**src/rtl/data_mem_responder.sv**
```systemverilog
// Data-memory bus responder: internal RAM below IO_BASE, GPIO and a prescaled
// down-counting timer with sticky expiry flag in the I/O window above it.
module data_mem_responder #(
    parameter int ADDR_WIDTH = 8,
    parameter int DATA_WIDTH = 8,
    parameter int IO_BASE    = 'hF0,
    parameter int PRESCALE   = 16
) (
    input  logic                  clk,
    input  logic                  arst,
    input  logic [ADDR_WIDTH-1:0] mem_addr,
    input  logic                  mem_wr_en,
    input  logic [DATA_WIDTH-1:0] mem_data_wr,
    output logic [DATA_WIDTH-1:0] mem_data_rd,
    input  logic [DATA_WIDTH-1:0] gpio_in,
    output logic [DATA_WIDTH-1:0] gpio_out,
    output logic                  timer_irq
);

    localparam int PW = (PRESCALE > 1) ? $clog2(PRESCALE) : 1;
    localparam logic [PW-1:0] L_PRE_MAX = PW'(PRESCALE - 1);

    localparam logic [ADDR_WIDTH-1:0] L_A_GPIO_OUT = ADDR_WIDTH'(IO_BASE);
    localparam logic [ADDR_WIDTH-1:0] L_A_GPIO_IN  = ADDR_WIDTH'(IO_BASE + 1);
    localparam logic [ADDR_WIDTH-1:0] L_A_CNT      = ADDR_WIDTH'(IO_BASE + 2);
    localparam logic [ADDR_WIDTH-1:0] L_A_LOAD     = ADDR_WIDTH'(IO_BASE + 3);
    localparam logic [ADDR_WIDTH-1:0] L_A_CTRL     = ADDR_WIDTH'(IO_BASE + 4);

    logic [DATA_WIDTH-1:0] r_ram [IO_BASE];

    logic [DATA_WIDTH-1:0] r_rd_data;
    logic [DATA_WIDTH-1:0] r_gpio_out;
    logic [DATA_WIDTH-1:0] r_sync1;
    logic [DATA_WIDTH-1:0] r_sync2;
    logic [DATA_WIDTH-1:0] r_cnt;
    logic [DATA_WIDTH-1:0] r_load;
    logic                  r_en;
    logic                  r_auto;
    logic                  r_irq_en;
    logic                  r_expired;
    logic [PW-1:0]         r_pre;
    logic                  r_irq;

    logic                  w_is_ram;
    logic                  w_wr_gpio;
    logic                  w_wr_load;
    logic                  w_wr_ctrl;
    logic                  w_tick;
    logic                  w_expire;
    logic [DATA_WIDTH-1:0] w_ctrl;
    logic [DATA_WIDTH-1:0] w_rd_data;
    logic [DATA_WIDTH-1:0] w_cnt_nxt;
    logic                  w_en_nxt;
    logic                  w_auto_nxt;
    logic                  w_irq_en_nxt;
    logic                  w_exp_nxt;
    logic [PW-1:0]         w_pre_nxt;

    assign mem_data_rd = r_rd_data;
    assign gpio_out    = r_gpio_out;
    assign timer_irq   = r_irq;

    always_comb begin
        w_is_ram  = (mem_addr < L_A_GPIO_OUT);
        w_wr_gpio = mem_wr_en && (mem_addr == L_A_GPIO_OUT);
        w_wr_load = mem_wr_en && (mem_addr == L_A_LOAD);
        w_wr_ctrl = mem_wr_en && (mem_addr == L_A_CTRL);
        // a LOAD write in a tick cycle swallows that tick
        w_tick    = r_en && (r_pre == L_PRE_MAX) && !w_wr_load;
        w_expire  = w_tick && (r_cnt <= DATA_WIDTH'(1));

        w_ctrl    = '0;
        w_ctrl[0] = r_en;
        w_ctrl[1] = r_auto;
        w_ctrl[6] = r_irq_en;
        w_ctrl[7] = r_expired;
    end

    always_comb begin
        w_rd_data = '0;
        if (w_is_ram) begin
            w_rd_data = r_ram[mem_addr];
        end else begin
            case (mem_addr)
                L_A_GPIO_OUT: w_rd_data = r_gpio_out;
                L_A_GPIO_IN:  w_rd_data = r_sync2;
                L_A_CNT:      w_rd_data = r_cnt;
                L_A_LOAD:     w_rd_data = r_load;
                L_A_CTRL:     w_rd_data = w_ctrl;
                default:      w_rd_data = '0;
            endcase
        end
    end

    always_comb begin
        w_cnt_nxt    = r_cnt;
        w_en_nxt     = r_en;
        w_auto_nxt   = r_auto;
        w_irq_en_nxt = r_irq_en;
        w_exp_nxt    = r_expired;
        w_pre_nxt    = r_pre;

        if (!r_en || w_wr_load || w_tick) begin
            w_pre_nxt = '0;
        end else begin
            w_pre_nxt = r_pre + PW'(1);
        end

        if (w_wr_load) begin
            w_cnt_nxt = mem_data_wr;
        end else if (w_tick) begin
            if (!w_expire) begin
                w_cnt_nxt = r_cnt - DATA_WIDTH'(1);
            end else if (r_auto) begin
                w_cnt_nxt = r_load;
            end else begin
                w_cnt_nxt = '0;
                w_en_nxt  = 1'b0;
            end
        end

        // CTRL write applied after the timer update so a written EN overrides auto-clear
        if (w_wr_ctrl) begin
            w_en_nxt     = mem_data_wr[0];
            w_auto_nxt   = mem_data_wr[1];
            w_irq_en_nxt = mem_data_wr[6];
            if (mem_data_wr[7]) begin
                w_exp_nxt = 1'b0;
            end
        end

        if (w_expire) begin
            w_exp_nxt = 1'b1;
        end
    end

    always_ff @(posedge clk) begin
        if (mem_wr_en && w_is_ram) begin
            r_ram[mem_addr] <= mem_data_wr;
        end
    end

    always_ff @(posedge clk) begin
        if (arst) begin
            r_rd_data  <= '0;
            r_gpio_out <= '0;
            r_sync1    <= '0;
            r_sync2    <= '0;
            r_cnt      <= '0;
            r_load     <= '0;
            r_en       <= 1'b0;
            r_auto     <= 1'b0;
            r_irq_en   <= 1'b0;
            r_expired  <= 1'b0;
            r_pre      <= '0;
            r_irq      <= 1'b0;
        end else begin
            r_rd_data  <= w_rd_data;
            r_sync1    <= gpio_in;
            r_sync2    <= r_sync1;
            if (w_wr_gpio) begin
                r_gpio_out <= mem_data_wr;
            end
            if (w_wr_load) begin
                r_load <= mem_data_wr;
            end
            r_cnt      <= w_cnt_nxt;
            r_en       <= w_en_nxt;
            r_auto     <= w_auto_nxt;
            r_irq_en   <= w_irq_en_nxt;
            r_expired  <= w_exp_nxt;
            r_pre      <= w_pre_nxt;
            r_irq      <= r_expired & r_irq_en;
        end
    end

endmodule
```
**config.mk**
```make
export PLATFORM = sky130hd
export DESIGN_NAME = data_mem_responder
export DESIGN_NICKNAME = d
export VERILOG_FILES = /design/src/rtl/data_mem_responder.sv
export SDC_FILE = /design/constraint.sdc
export NUM_CORES = 2
export LEC_CHECK = 0
export CORE_ASPECT_RATIO = 1.1
export CORE_UTILIZATION = 38
export CTS_BUF_LIST = sky130_fd_sc_hd__clkbuf_4
export CTS_CLUSTER_DIAMETER = 150
export DETAILED_ROUTE_END_ITERATION = 16
export SETUP_SLACK_MARGIN = 0.5
export SLEW_MARGIN = 5
export SYNTH_ARGS = -nofsm -noshare
export SYNTH_HDL_FRONTEND = slang
export SYNTH_SLANG_ARGS = --single-unit
```
**constraint.sdc**
```tcl
create_clock -name clk -period 4.5 [get_ports clk]
set_clock_uncertainty 0.1 [all_clocks]
set_input_delay 0.675 -clock clk [delete_from_list [all_inputs] [get_ports clk]]
set_output_delay 0.675 -clock clk [all_outputs]
set_load 0.01 [all_outputs]
```
### After elaboration in Yosys (flattened, before gate mapping)

Memories as Yosys holds them, arrays and structs flattened.
Cells that the tools add are included.

| cells by class | value |
|---|---|
| add/subtract/negate cells | 2 |
| multiply operators | 0 |
| divide/modulo/power cells | 0 |
| $lt $le $gt $ge | 2 |
| equal/unequal tests | 8 |
| shifts and indexed selects | 0 |
| mux-type cells | 16 |
| bitwise gates (word level) | 1 |
| reductions and logical operators | 18 |

Operator list:

| operator | number |
|---|---|
| == test 8 bit, second input constant | 5 |
| two-way mux 8 bit | 5 |
| one-hot mux 8 bit (5 select lines) | 1 |
| two-way mux 1 bit | 10 |
| <= comparator 8 x 1 -> 1 bit, second input constant | 1 |
| < comparator 8 bit, second input constant | 1 |
| nonzero test 2 bit | 4 |
| subtractor 8 x 1 -> 8 bit, second input constant | 1 |
| logical AND 1 bit | 7 |
| adder 4 x 1 -> 4 bit, second input constant | 1 |
| == test 4 bit, second input constant | 1 |
| != test 2 x 1 -> 1 bit, second input constant | 2 |
| AND reduction 4 bit | 1 |
| logical NOT 1 bit | 2 |
| logical OR 1 bit | 2 |
| AND reduction 2 bit | 1 |
| OR reduction 2 bit | 1 |
| bitwise AND 1 bit | 1 |

| storage, ports and cells | value |
|---|---|
| register bits | 57 |
| latch bits | 0 |
| RAM bits | 1920 |
| ROM bits | 0 |
| input bits | 27 |
| output and inout bits | 17 |
| logic and storage cells | 60 |
| memories | 1 |

Memories:

| memory | depth | width | read ports | clocked after memory_dff | write ports | RTL line | RTL |
|---|---|---|---|---|---|---|---|
| r_ram | 240 | 8 | 1 | 0 | 1 | 29 | `logic [DATA_WIDTH-1:0] r_ram [IO_BASE];` |

### Logic depth before layout (Yosys ltp)

| logic depth | value |
|---|---|
| depth in word-level cells | 9 |
| gate-level depth with buffers | 13 |
| gate-level depth less buffers | 8 |

### Worst setup path after synthesis

OpenSTA, ideal clock, no wires.

| timing path | value |
|---|---|
| kind | input -> register |
| start | input mem_addr[0] |
| end | memory r_ram[113][0] (enable) |
| setup time | 370 ps |
| arrival | 2889 ps |
| data required time | 4030 ps |
| setup slack | 1140 ps |
| stages | 11 |
| path buffers | 8 |
| path through | buf_6 buf_6 buf_4 buf_4 buf_4 buf_6 buf_4 nor2b_1 nand2_1 buf_2 nor2_1 |

| between the ends | value |
|---|---|
| longest elaborated chain between the ends | 4 |

RTL lines:

| element | RTL line | RTL |
|---|---|---|
| start, declared | 11 | `input logic [ADDR_WIDTH-1:0] mem_addr,` |
| < comparator 8 bit | 64 | `w_is_ram = (mem_addr < L_A_GPIO_OUT);` |
| logical AND 1 bit | 138 | `if (mem_wr_en && w_is_ram) begin` |
| two-way mux 1 bit | 138 |  |
| two-way mux 1 bit (not written as such) | 139 | `r_ram[mem_addr] <= mem_data_wr;` |
| end, declared | 29 |  |

Several ways; a longest one is shown, not always the timed one.

### Final worst setup path

| timing path | value |
|---|---|
| start | input mem_addr[5] |
| end | register r_rd_data[4], in the netlist mem_data_rd[4] |

| between the ends | value |
|---|---|
| longest elaborated chain between the ends | 3 |
| elaborated cells between the ends (all ways) | 9 |
| those cells by class | 1 x order compare; 5 x eq/ne; 2 x mux; 1 x memory |

RTL lines:

| element | RTL line | RTL |
|---|---|---|
| branches (longest 2 deep; another with memory (240 x 8 bit)) | - |  |
| two-way mux 8 bit (*) | 81 | `if (w_is_ram) begin` |
| end signal, assigned | 158 | `r_rd_data <= w_rd_data;` |
| end, declared | 31 | `logic [DATA_WIDTH-1:0] r_rd_data;` |

Every way passes the cells marked *.
A chain may end at the register's enable or synchronous reset.

==> flow_metrics.env <==
export IMPL_status="complete, no violations"
export IMPL_final_cell_mix="edfxtp_1, clkbuf_4, mux4_2"
export IMPL_vias_per_cell=5.56
export IMPL_gp_congestion=0.901
export IMPL_drcViolationCount=0
export IMPL_finalSetupViolations=0
export IMPL_fmax_mhz=281
export IMPL_grt_usage_pct=19.7
export IMPL_p_leak_nw=28.3
export IMPL_clkTransAtPathRegs_ps=70
export IMPL_numCtsBuffers=475
export IMPL_finalWirelength_mm=202
export IMPL_worstPathMaxFanout=25
export IMPL_pre_cts_ws_ps=189
export IMPL_final_antenna_net_count=0
export IMPL_firstDrtPassIters=7
export IMPL_p_comb_share_pct=5.2
export IMPL_synth_ff_type="edfxtp_1"
export IMPL_maxCapViolCount=0
export IMPL_ys_seq_elements=1977
export IMPL_synth_nets=3769
export IMPL_grt_max_degree=133
export IMPL_cts_resized=0
export IMPL_cts_tree="done"
export IMPL_p_sw_share_pct=22.6
export IMPL_clock_path_buffers=4
export IMPL_maxSlewHeadroom_pct=21.9
export IMPL_avgRoutedWirePerCell_um=27.4
export IMPL_die_area_mm2=0.204
export IMPL_synth_seq_area_share_pct=76.7
export IMPL_die_y_um=473
export IMPL_dpl_hpwl_mm=125
export IMPL_worst_r2r_cell_count=7
export IMPL_synth_area_mm2=0.0767
export IMPL_drive_gt1_share_pct=32.2
export IMPL_drv_slew=0
export IMPL_io_pins=44
export IMPL_crit_arrival_ps=4750
export IMPL_core_mm2=0.200
export IMPL_cts_sinks=1977
export IMPL_drtIter0Drc=4684
export IMPL_cp_start_kind="input pin"
export IMPL_end_kind="flop"
export IMPL_synth_cell_types=64
export IMPL_fin_crit_sh_pct=79.0
export IMPL_p_clk_share_pct=38.9
export IMPL_final_common_cell="edfxtp_1"
export IMPL_antenna_found_initial=7
export IMPL_avgSynthCellArea_um2=20.5
export IMPL_fin_ws_ps=947
export IMPL_required_ps=5700
export IMPL_grt_ovfl_total=0
export IMPL_area_growth_pct=14.9
export IMPL_yosysWarnings=0
export IMPL_finalSetupTns_ps=0
export IMPL_fill_cells=17400
export IMPL_die_w_um=430
export IMPL_tightest_slew_ps=1170
export IMPL_period_minus_slack_ps=3550
export IMPL_whs_path_depth=5
export IMPL_vias=41000
export IMPL_synth_edf_count=1920
export IMPL_clkLatencyLatePin_ps=1370
export IMPL_critPathKind="input pin to flop"
export IMPL_pwr_share_seq_pct=55.9
export IMPL_peakVddDrop_v=0.000184
export IMPL_htree_levels=5
export IMPL_rsz0062_at_grt="false"
export IMPL_num_nets_final=4420
export IMPL_fp_row_count=172
export IMPL_grt_pass1_wl_mm=291
export IMPL_hp_class="input pin to flop"
export IMPL_powerDensity_mw_per_mm2=411
export IMPL_p_total_mw=36.2
export IMPL_root_buffer="clkbuf_4"
export IMPL_ys_async_sr_fraction_pct=0
export IMPL_p_sw_mw=8.20
export IMPL_port_buffers=43
export IMPL_initial_core_util_pct=38.3
export IMPL_cellInternalPower_mw=28.0
export IMPL_syn_instance_count=3739
export IMPL_holdWs_ps=195
export IMPL_grt_pass1_vias=41700
export IMPL_finalHoldViolCount=0
## timing repair
action | in CTS | in global routing
buffers inserted | 0 | 0
hold buffers | 29 | 0
endpoints found under the hold margin | 718 | 0
## flip-flops by register name, summed over array words and instances (netlist names)
name / count
r_sync1: 8
r_auto: 1
r_ram: 1920
r_sync2: 8
r_en: 1
mem_data_rd: 8
r_cnt: 8
r_irq_en: 1
r_load: 8
gpio_out: 8
r_expired: 1
timer_irq: 1
r_pre: 4
## worst paths after layout
kind | start | endpoint | slack, ps
worst max-delay path | mem_addr[5] | mem_data_rd[4] | 950
worst min register to register | r_sync1[1] | r_sync2[1] | 280
worst min-delay path | mem_addr[7] | mem_data_rd[0] | 190
worst max register to register | r_ram[195][4] | mem_data_rd[4] | 1160
## power by group through the flow
stage | sequential (mW) | clock (mW) | combinational (mW)
CTS | 20.3 | 14.4 | 1.89
finish | 20.3 | 14.1 | 1.87
detailed placement | 20.7 | 0 | 1.87
global placement | 20.7 | 0 | 1.85
global route | 20.2 | 15.3 | 1.96
floorplan | 20.6 | 0 | 0.940
## through the flow
stage	instance area (µm²)	util, %	cells
CTS	88100	44.0	7355
global route	88100	44.0	7361
detailed placement	82000	41.0	6494
finish	88100	44.0	7367
floorplan	76700	-	3739
global placement	82000	41.0	6494
## kinds of logic after synthesis
kind of cell               after synthesis  synth area share [%]
muxes                                  568                  15.1
AOI/OAI and AO/OA                      326                  2.86
adders and majority gates                3                0.0490
buffers and inverters                  230                  1.66
DFF                                   1977                  76.7
and+or+nand+nor                        632                  3.65
xor gates and xnor gates                 3                0.0343
## routing by layer
| metal | GRT usage [%] | wire length (µm) | up-vias | share of wire (%) |
|---|---|---|---|---|
| met5 | 0 | 54 | - | 0.027 |
| met4 | 7.82 | 7100 | 8 | 3.5 |
| met3 | 4.22 | 14900 | 392 | 7.4 |
| met2 | 31.6 | 98000 | 1942 | 49 |
| met1 | 26.4 | 81700 | 21400 | 40 |
| li1 | - | - | 17200 | - |
## area by class of cell
class / count / area, µm² / share of cell area, %
diodes: 12 / 30.0 / 0.0341
inverters: 4 / 15.0 / 0.0170
well taps: 2610 / 3270 / 3.71
repair buffers: 400 / 3600 / 4.09
clock inverters: 155 / 713 / 0.809
multi-input cells: 1532 / 16600 / 18.8
flip-flops and latches: 1977 / 58800 / 66.7
clock buffers: 677 / 5080 / 5.77
## synthesized netlist by cell type, types with 11 or more instances
| master | count | share of area [%] |
|---|---|---|
| nor3_1 | 12 | 0.078 |
| o211ai_1 | 13 | 0.13 |
| nor2_1 | 307 | 1.5 |
| dfxtp_1 | 57 | 1.5 |
| clkbuf_1 | 92 | 0.45 |
| edfxtp_1 | 1920 | 75 |
| nor2b_1 | 30 | 0.24 |
| nand2_1 | 138 | 0.68 |
| a22oi_1 | 73 | 0.71 |
| buf_2 | 68 | 0.44 |
| a211oi_1 | 14 | 0.14 |
| buf_6 | 26 | 0.38 |
| buf_4 | 26 | 0.25 |
| nand4_1 | 19 | 0.16 |
| and3_1 | 16 | 0.13 |
| buf_1 | 12 | 0.059 |
| o22ai_1 | 73 | 0.60 |
| a21oi_1 | 63 | 0.41 |
| o21ai_0 | 28 | 0.18 |
| nor4_1 | 14 | 0.11 |
| mux2i_1 | 93 | 1.2 |
| mux4_2 | 467 | 14 |
| a31oi_1 | 11 | 0.090 |
| nand3_1 | 55 | 0.36 |
## critical path, cell delays in order
cell and delay (ps):
dlygate4sd3_1 530, buf_2 550, nand4bb_1 230, buf_4 310, nor2_1 130, a32oi_1 370
nand3_1 170, a311o_1 320, o41ai_2 660, o211ai_1 160, dlygate4sd3_1 590
Note: power is estimated with default switching activity, not from simulation.
